## src/rtl/multicycle_sequencer.sv

```systemverilog
// Multi-cycle control sequencer for the RV32I-subset datapath: owns the PC and
// walks each instruction through FETCH/DECODE/EXECUTE/MEM/WRITEBACK.
module multicycle_sequencer #(
  parameter int PC_W  = 10,
  parameter int CNT_W = 16
) (
  input  logic             clk,
  input  logic             rst_n,
  input  logic             start,
  input  logic [6:0]       opcode,
  input  logic [31:0]      imm,
  input  logic             zero,
  input  logic             mem_ready,
  output logic [PC_W-1:0]  pc,
  output logic             ir_load,
  output logic             memread,
  output logic             memwrite,
  output logic             memtoreg,
  output logic             alusrc,
  output logic             regwrite,
  output logic             branch,
  output logic [1:0]       aluop,
  output logic             busy,
  output logic             halted,
  output logic             illegal,
  output logic [CNT_W-1:0] retired
);

  typedef enum logic [2:0] {
    S_IDLE, S_FETCH, S_DECODE, S_EXECUTE, S_MEM, S_WRITEBACK, S_HALT
  } state_t;

  typedef enum logic [2:0] {
    C_R, C_I, C_LOAD, C_STORE, C_BR, C_SYS, C_ILL
  } cls_t;

  typedef struct packed {
    logic       ir_load;
    logic       memread;
    logic       memwrite;
    logic       memtoreg;
    logic       alusrc;
    logic       regwrite;
    logic       branch;
    logic [1:0] aluop;
    logic       busy;
    logic       halted;
  } ctl_t;

  function automatic cls_t classify(input logic [6:0] opc);
    cls_t c;
    case (opc)
      7'b0110011: c = C_R;
      7'b0010011: c = C_I;
      7'b0000011: c = C_LOAD;
      7'b0100011: c = C_STORE;
      7'b1100011: c = C_BR;
      7'b1110011: c = C_SYS;
      default:    c = C_ILL;
    endcase
    return c;
  endfunction

  // Strobes depend only on the state being entered and the latched class,
  // so opcode/imm wiggles outside DECODE/EXECUTE never reach the outputs.
  function automatic ctl_t decode_ctl(input state_t st, input cls_t c);
    ctl_t v;
    logic is_mem;
    logic in_ex;
    v      = '0;
    is_mem = (c == C_LOAD) || (c == C_STORE);
    in_ex  = (st == S_EXECUTE) || (st == S_MEM) || (st == S_WRITEBACK);
    v.ir_load  = (st == S_FETCH);
    v.busy     = in_ex || (st == S_FETCH) || (st == S_DECODE);
    v.halted   = (st == S_HALT);
    v.alusrc   = in_ex && (is_mem || (c == C_I));
    v.aluop    = !in_ex ? 2'b00 : (is_mem ? 2'b00 : ((c == C_BR) ? 2'b01 : 2'b10));
    v.branch   = (st == S_EXECUTE) && (c == C_BR);
    v.memread  = (st == S_MEM) && (c == C_LOAD);
    v.memwrite = (st == S_MEM) && (c == C_STORE);
    v.regwrite = (st == S_WRITEBACK);
    v.memtoreg = (st == S_WRITEBACK) && (c == C_LOAD);
    return v;
  endfunction

  state_t            state_r, state_n;
  cls_t              op_r, op_n;
  logic [PC_W-1:0]   pc_r, pc_n;
  logic [CNT_W-1:0]  retired_r, retired_n;
  logic              illegal_r, illegal_n;
  ctl_t              ctl_r;
  logic              unused_imm_s;

  assign unused_imm_s = ^{imm[31:PC_W+2], imm[1:0]};

  // Next-state, PC and retire-count computation.
  always_comb begin
    state_n   = state_r;
    op_n      = op_r;
    pc_n      = pc_r;
    retired_n = retired_r;
    illegal_n = illegal_r;
    case (state_r)
      S_IDLE: begin
        if (start) state_n = S_FETCH;
        else       state_n = S_IDLE;
      end
      S_FETCH: state_n = S_DECODE;
      S_DECODE: begin
        op_n = classify(opcode);
        case (op_n)
          C_SYS:   state_n = S_HALT;
          C_ILL: begin
            state_n   = S_HALT;
            illegal_n = 1'b1;
          end
          default: state_n = S_EXECUTE;
        endcase
      end
      S_EXECUTE: begin
        case (op_r)
          C_LOAD, C_STORE: state_n = S_MEM;
          C_R, C_I:        state_n = S_WRITEBACK;
          C_BR: begin
            pc_n      = zero ? (pc_r + imm[PC_W+1:2]) : (pc_r + PC_W'(1));
            retired_n = retired_r + CNT_W'(1);
            state_n   = S_FETCH;
          end
          default: state_n = S_HALT;
        endcase
      end
      S_MEM: begin
        if (!mem_ready) begin
          state_n = S_MEM;
        end else if (op_r == C_LOAD) begin
          state_n = S_WRITEBACK;
        end else begin
          pc_n      = pc_r + PC_W'(1);
          retired_n = retired_r + CNT_W'(1);
          state_n   = S_FETCH;
        end
      end
      S_WRITEBACK: begin
        pc_n      = pc_r + PC_W'(1);
        retired_n = retired_r + CNT_W'(1);
        state_n   = S_FETCH;
      end
      S_HALT: begin
        if (start) begin
          state_n   = S_FETCH;
          pc_n      = '0;
          retired_n = '0;
          illegal_n = 1'b0;
        end else begin
          state_n = S_HALT;
        end
      end
      default: state_n = S_IDLE;
    endcase
  end

  // State, architectural registers and registered control strobes.
  always_ff @(posedge clk or negedge rst_n) begin
    if (!rst_n) begin
      state_r   <= S_IDLE;
      op_r      <= C_R;
      pc_r      <= '0;
      retired_r <= '0;
      illegal_r <= 1'b0;
      ctl_r     <= '0;
    end else begin
      state_r   <= state_n;
      op_r      <= op_n;
      pc_r      <= pc_n;
      retired_r <= retired_n;
      illegal_r <= illegal_n;
      ctl_r     <= decode_ctl(state_n, op_n);
    end
  end

  assign pc       = pc_r;
  assign retired  = retired_r;
  assign illegal  = illegal_r;
  assign ir_load  = ctl_r.ir_load;
  assign memread  = ctl_r.memread;
  assign memwrite = ctl_r.memwrite;
  assign memtoreg = ctl_r.memtoreg;
  assign alusrc   = ctl_r.alusrc;
  assign regwrite = ctl_r.regwrite;
  assign branch   = ctl_r.branch;
  assign aluop    = ctl_r.aluop;
  assign busy     = ctl_r.busy;
  assign halted   = ctl_r.halted;

endmodule

```

## config.mk

```make
export PLATFORM = sky130hd
export DESIGN_NAME = multicycle_sequencer
export DESIGN_NICKNAME = d
export VERILOG_FILES = /design/src/rtl/multicycle_sequencer.sv
export SDC_FILE = /design/constraint.sdc
export NUM_CORES = 1
export LEC_CHECK = 0
export CORE_UTILIZATION = 42
export DETAILED_ROUTE_END_ITERATION = 10
export PLACE_DENSITY = 0.72
export SYNTH_ARGS = -nofsm -noshare
export SYNTH_HDL_FRONTEND = slang
export SYNTH_SLANG_ARGS = --single-unit
```

## constraint.sdc

```tcl
create_clock -name clk -period 6.51 [get_ports clk]
set_clock_uncertainty 0.1 [all_clocks]
set_input_delay 1.302 -clock clk [delete_from_list [all_inputs] [get_ports clk]]
set_output_delay 1.302 -clock clk [all_outputs]
set_load 0.02 [all_outputs]
```

==> flow_summary.ini <==
[die]
die_w_um = 82.07
design.portCount = 82
dieHeight_um = 82.07
initial_core_util_pct = 44.43
dieArea_mm2 = 0.006735
rows = 28
core_area_mm2 = 0.006061

[yosys]
ys_types = 52
ys_seq_area_share_pct = 40.89
syn-cell-area_mm2 = 0.002693
syn_avg_cell_area_um2 = 9.127
async_flop_share_pct = 100.0
ys.flop_type = dfrtp_1
synth_cells = 295
yosysWarnings = 0
synth_edf_count = 0
synth_nets = 351
ys_seq_elements = 44

[worst_setup_path]
rrSetupSlack_ns = 3.36
cp.required_ns = 6.56
critPathMostFrequentCell = nor2_1
slowest_delay_ns = 0.92
reg2reg_from = state_r[0]
r2r_end = retired[6]
critPathMaxFanout = 17
cp_top_family = simple AND/OR/NAND/NOR gates
worst-path-buf-inv = 1
r2r.worst_path.cells = 7
end_kind = register
crit_type = in2reg
path_cells = clkdlybuf4s50_1 > nand2b_1 > nor2_1 > or3_1 > and3_4 > nand4_1 > xor2_1 > nor2_1
startpoint_type = input port
crit_arrival_ns = 4.02
cpMaxStageDelayCell = nor2_1

[routing]
viasPerCell = 5.509
wl_per_cell_um = 13.59
drc_errors = 0
antenna_left = 0
vias = 2358
drt_iter0_drc = 77
dr.pass1.iters = 4
drt_wl_total_mm = 5.816

[clock_tree]
cts_setup_buffers = 0
cts_num_sinks = 44
tritoncts = done
clock_latency_ns = 0.31
clk_path_buf_depth = 2
ctsHoldBuffers = 0
clkTransAtPathRegs_ns = 0.09
cts_resized = 0
cts_made_buffers = 5
root_buffer = clkbuf_8
htree_num_levels = 2

[place]
placed_cell_area_mm2 = 0.003324
dp.cells = 420
dp_hpwl_mm = 4.255
routabilityCongestion = 0.7617
portBuffers = 59

[timing]
timing.fmax_ghz = 0.2519
min_period_ns = 3.970
setup_violations = 0
finalSetupTns_ns = 0
maxSlewViolCount = 0
worstMarginPinSlew_ns = 1.203
slew_headroom_pct = 19.53
hold_viol_final = 0
rsz0062_at_grt = false
fin_crit_sh_pct = 60.99

[pwr]
irDropWorstVdd_mv = 0.1833
p_per_area_mw_per_mm2 = 371.0
seq_power_share_pct = 34.8
p_int_uw = 716.2
p_sw_uw = 551.5
power_frac_clock_pct = 14.2
leakage_uw = 0.001473
sw_frac_of_total_pct = 43.50
pwr-share-comb_pct = 51.0

[grt]
grt_max_degree = 45
grt_overflow_total = 0
track_usage_pct = 19.18
grt_pass1_wl_mm = 9.867
first_global_vias = 2186
antenna_found_initial = 0

[layout]
final_nets = 408
drive_gt1_share_pct = 5.949
final_cells = 428
num_antenna_cells = 0
final_cell_mix = 58 x clkdlybuf4s50_1, 44 x dfrtp_1, 41 x nor2_1, 21 x nand2_1, 19 x o21ai_0
areaGrowthSynthToFinish_pct = 26.91
final_area_mm2 = 0.003417
final_common_cell = clkdlybuf4s50_1

[worst_hold_path]
min_from = illegal
min_path_type = reg2reg
min_path_cells = 2
holdPathEnd = illegal

[status]
status = finished clean

[flow_run]
maxCapViolations = 0
## power by group through the flow
stage,clock [µW],combinational (µW),sequential (µW)
after global routing,192,729,456
after floorplan,0,407,475
after CTS,183,650,440
final,180,647,441
after global placement,0,630,443
after detailed placement,0,647,446
## per-stage QoR
stage	worst slack, ns	util [%]	total power, µW	hold slack (ns)
6_report	2.540	56.38	1268	0.4337
5_1_grt	2.163	56.38	1377	0.4881
4_1_cts	2.513	56.38	1274	0.4368
3_5_place_dp	2.179	54.85	1093	0.4156
3_3_place_gp	2.292	54.85	1074	0.4225
2_1_floorplan	3.444	-	881.4	0.5052
## cell usage after synthesis, types with 3 or more instances
library cell | n | area share, %
clkbuf_1 | 5 | 0.70
nand2_1 | 21 | 2.9
a31oi_1 | 3 | 0.70
xnor2_1 | 9 | 2.9
and3_1 | 9 | 2.1
inv_1 | 13 | 1.8
o22ai_1 | 3 | 0.70
ha_1 | 11 | 5.1
nand2b_1 | 6 | 1.4
or3_1 | 3 | 0.70
nand3_1 | 9 | 1.7
nor2_1 | 41 | 5.7
nor3b_1 | 6 | 1.7
xor2_1 | 16 | 5.2
o21ai_0 | 19 | 3.5
a21oi_1 | 14 | 2.6
dfrtp_1 | 44 | 41
and2_1 | 4 | 0.93
nand4_1 | 4 | 0.93
nor2b_1 | 3 | 0.70
nor3_1 | 7 | 1.3
a211oi_1 | 7 | 2.0
## metal layers
layer | vias to the layer above | routed length (µm) | track usage [%]
li1 | 1163 | - | -
met5 | - | 0 | 0
met3 | 6 | 270 | 3.556
met2 | 64 | 2726 | 30.74
met1 | 1125 | 2767 | 25.66
met4 | 0 | 51 | 7.018
## sequential cells by signal (all words and copies together) (netlist names), 2 cells and up
name	cells
pc	10
op_r	3
retired	16
state_r	3
aluop	2
## worst reg2reg max path, stage by stage (launching register included)
cell	delay, ns
dfrtp_1	0.52
nand2b_1	0.25
nor2_1	0.93
or3_1	0.55
and3_4	0.29
nand4_1	0.12
xor2_1	0.17
nor2_1	0.05
## worst max path at each step
stage / startpoint / end / slack [ns] / depth (start not counted)
2_1_floorplan: imm[2] / pc[8] / 3.44 / 10
3_3_place_gp: start / retired[6] / 2.29 / 8
3_5_place_dp: start / retired[13] / 2.18 / 8
4_1_cts: start / retired[13] / 2.51 / 8
5_1_grt: start / retired[13] / 2.16 / 8
6_report: start / retired[6] / 2.54 / 8
## layout make-up
class | count | area (µm²)
clock inverter | 2 | 10.01
tap | 75 | 93.84
timing repair buffer | 59 | 585.6
fill | 549 | 2644
inverter | 13 | 48.80
sequential | 44 | 1101
multi-input combinational | 229 | 1495
clock buffer | 6 | 82.58
## cell families (layout without fill, tap and decap cells)
family	after synthesis	after routing	share of synthesized area, %
AO/OA/AOI/OAI	65	65	15.80
multiplexers	1	1	0.4182
AND/OR/NAND/NOR	126	126	25.33
XOR/XNOR	25	25	8.132
adder cells (fa/ha/maj)	12	12	5.855
flip-flops	44	44	40.89
buffers and inverters	22	80	3.578
(Power assumes the default switching activity.)
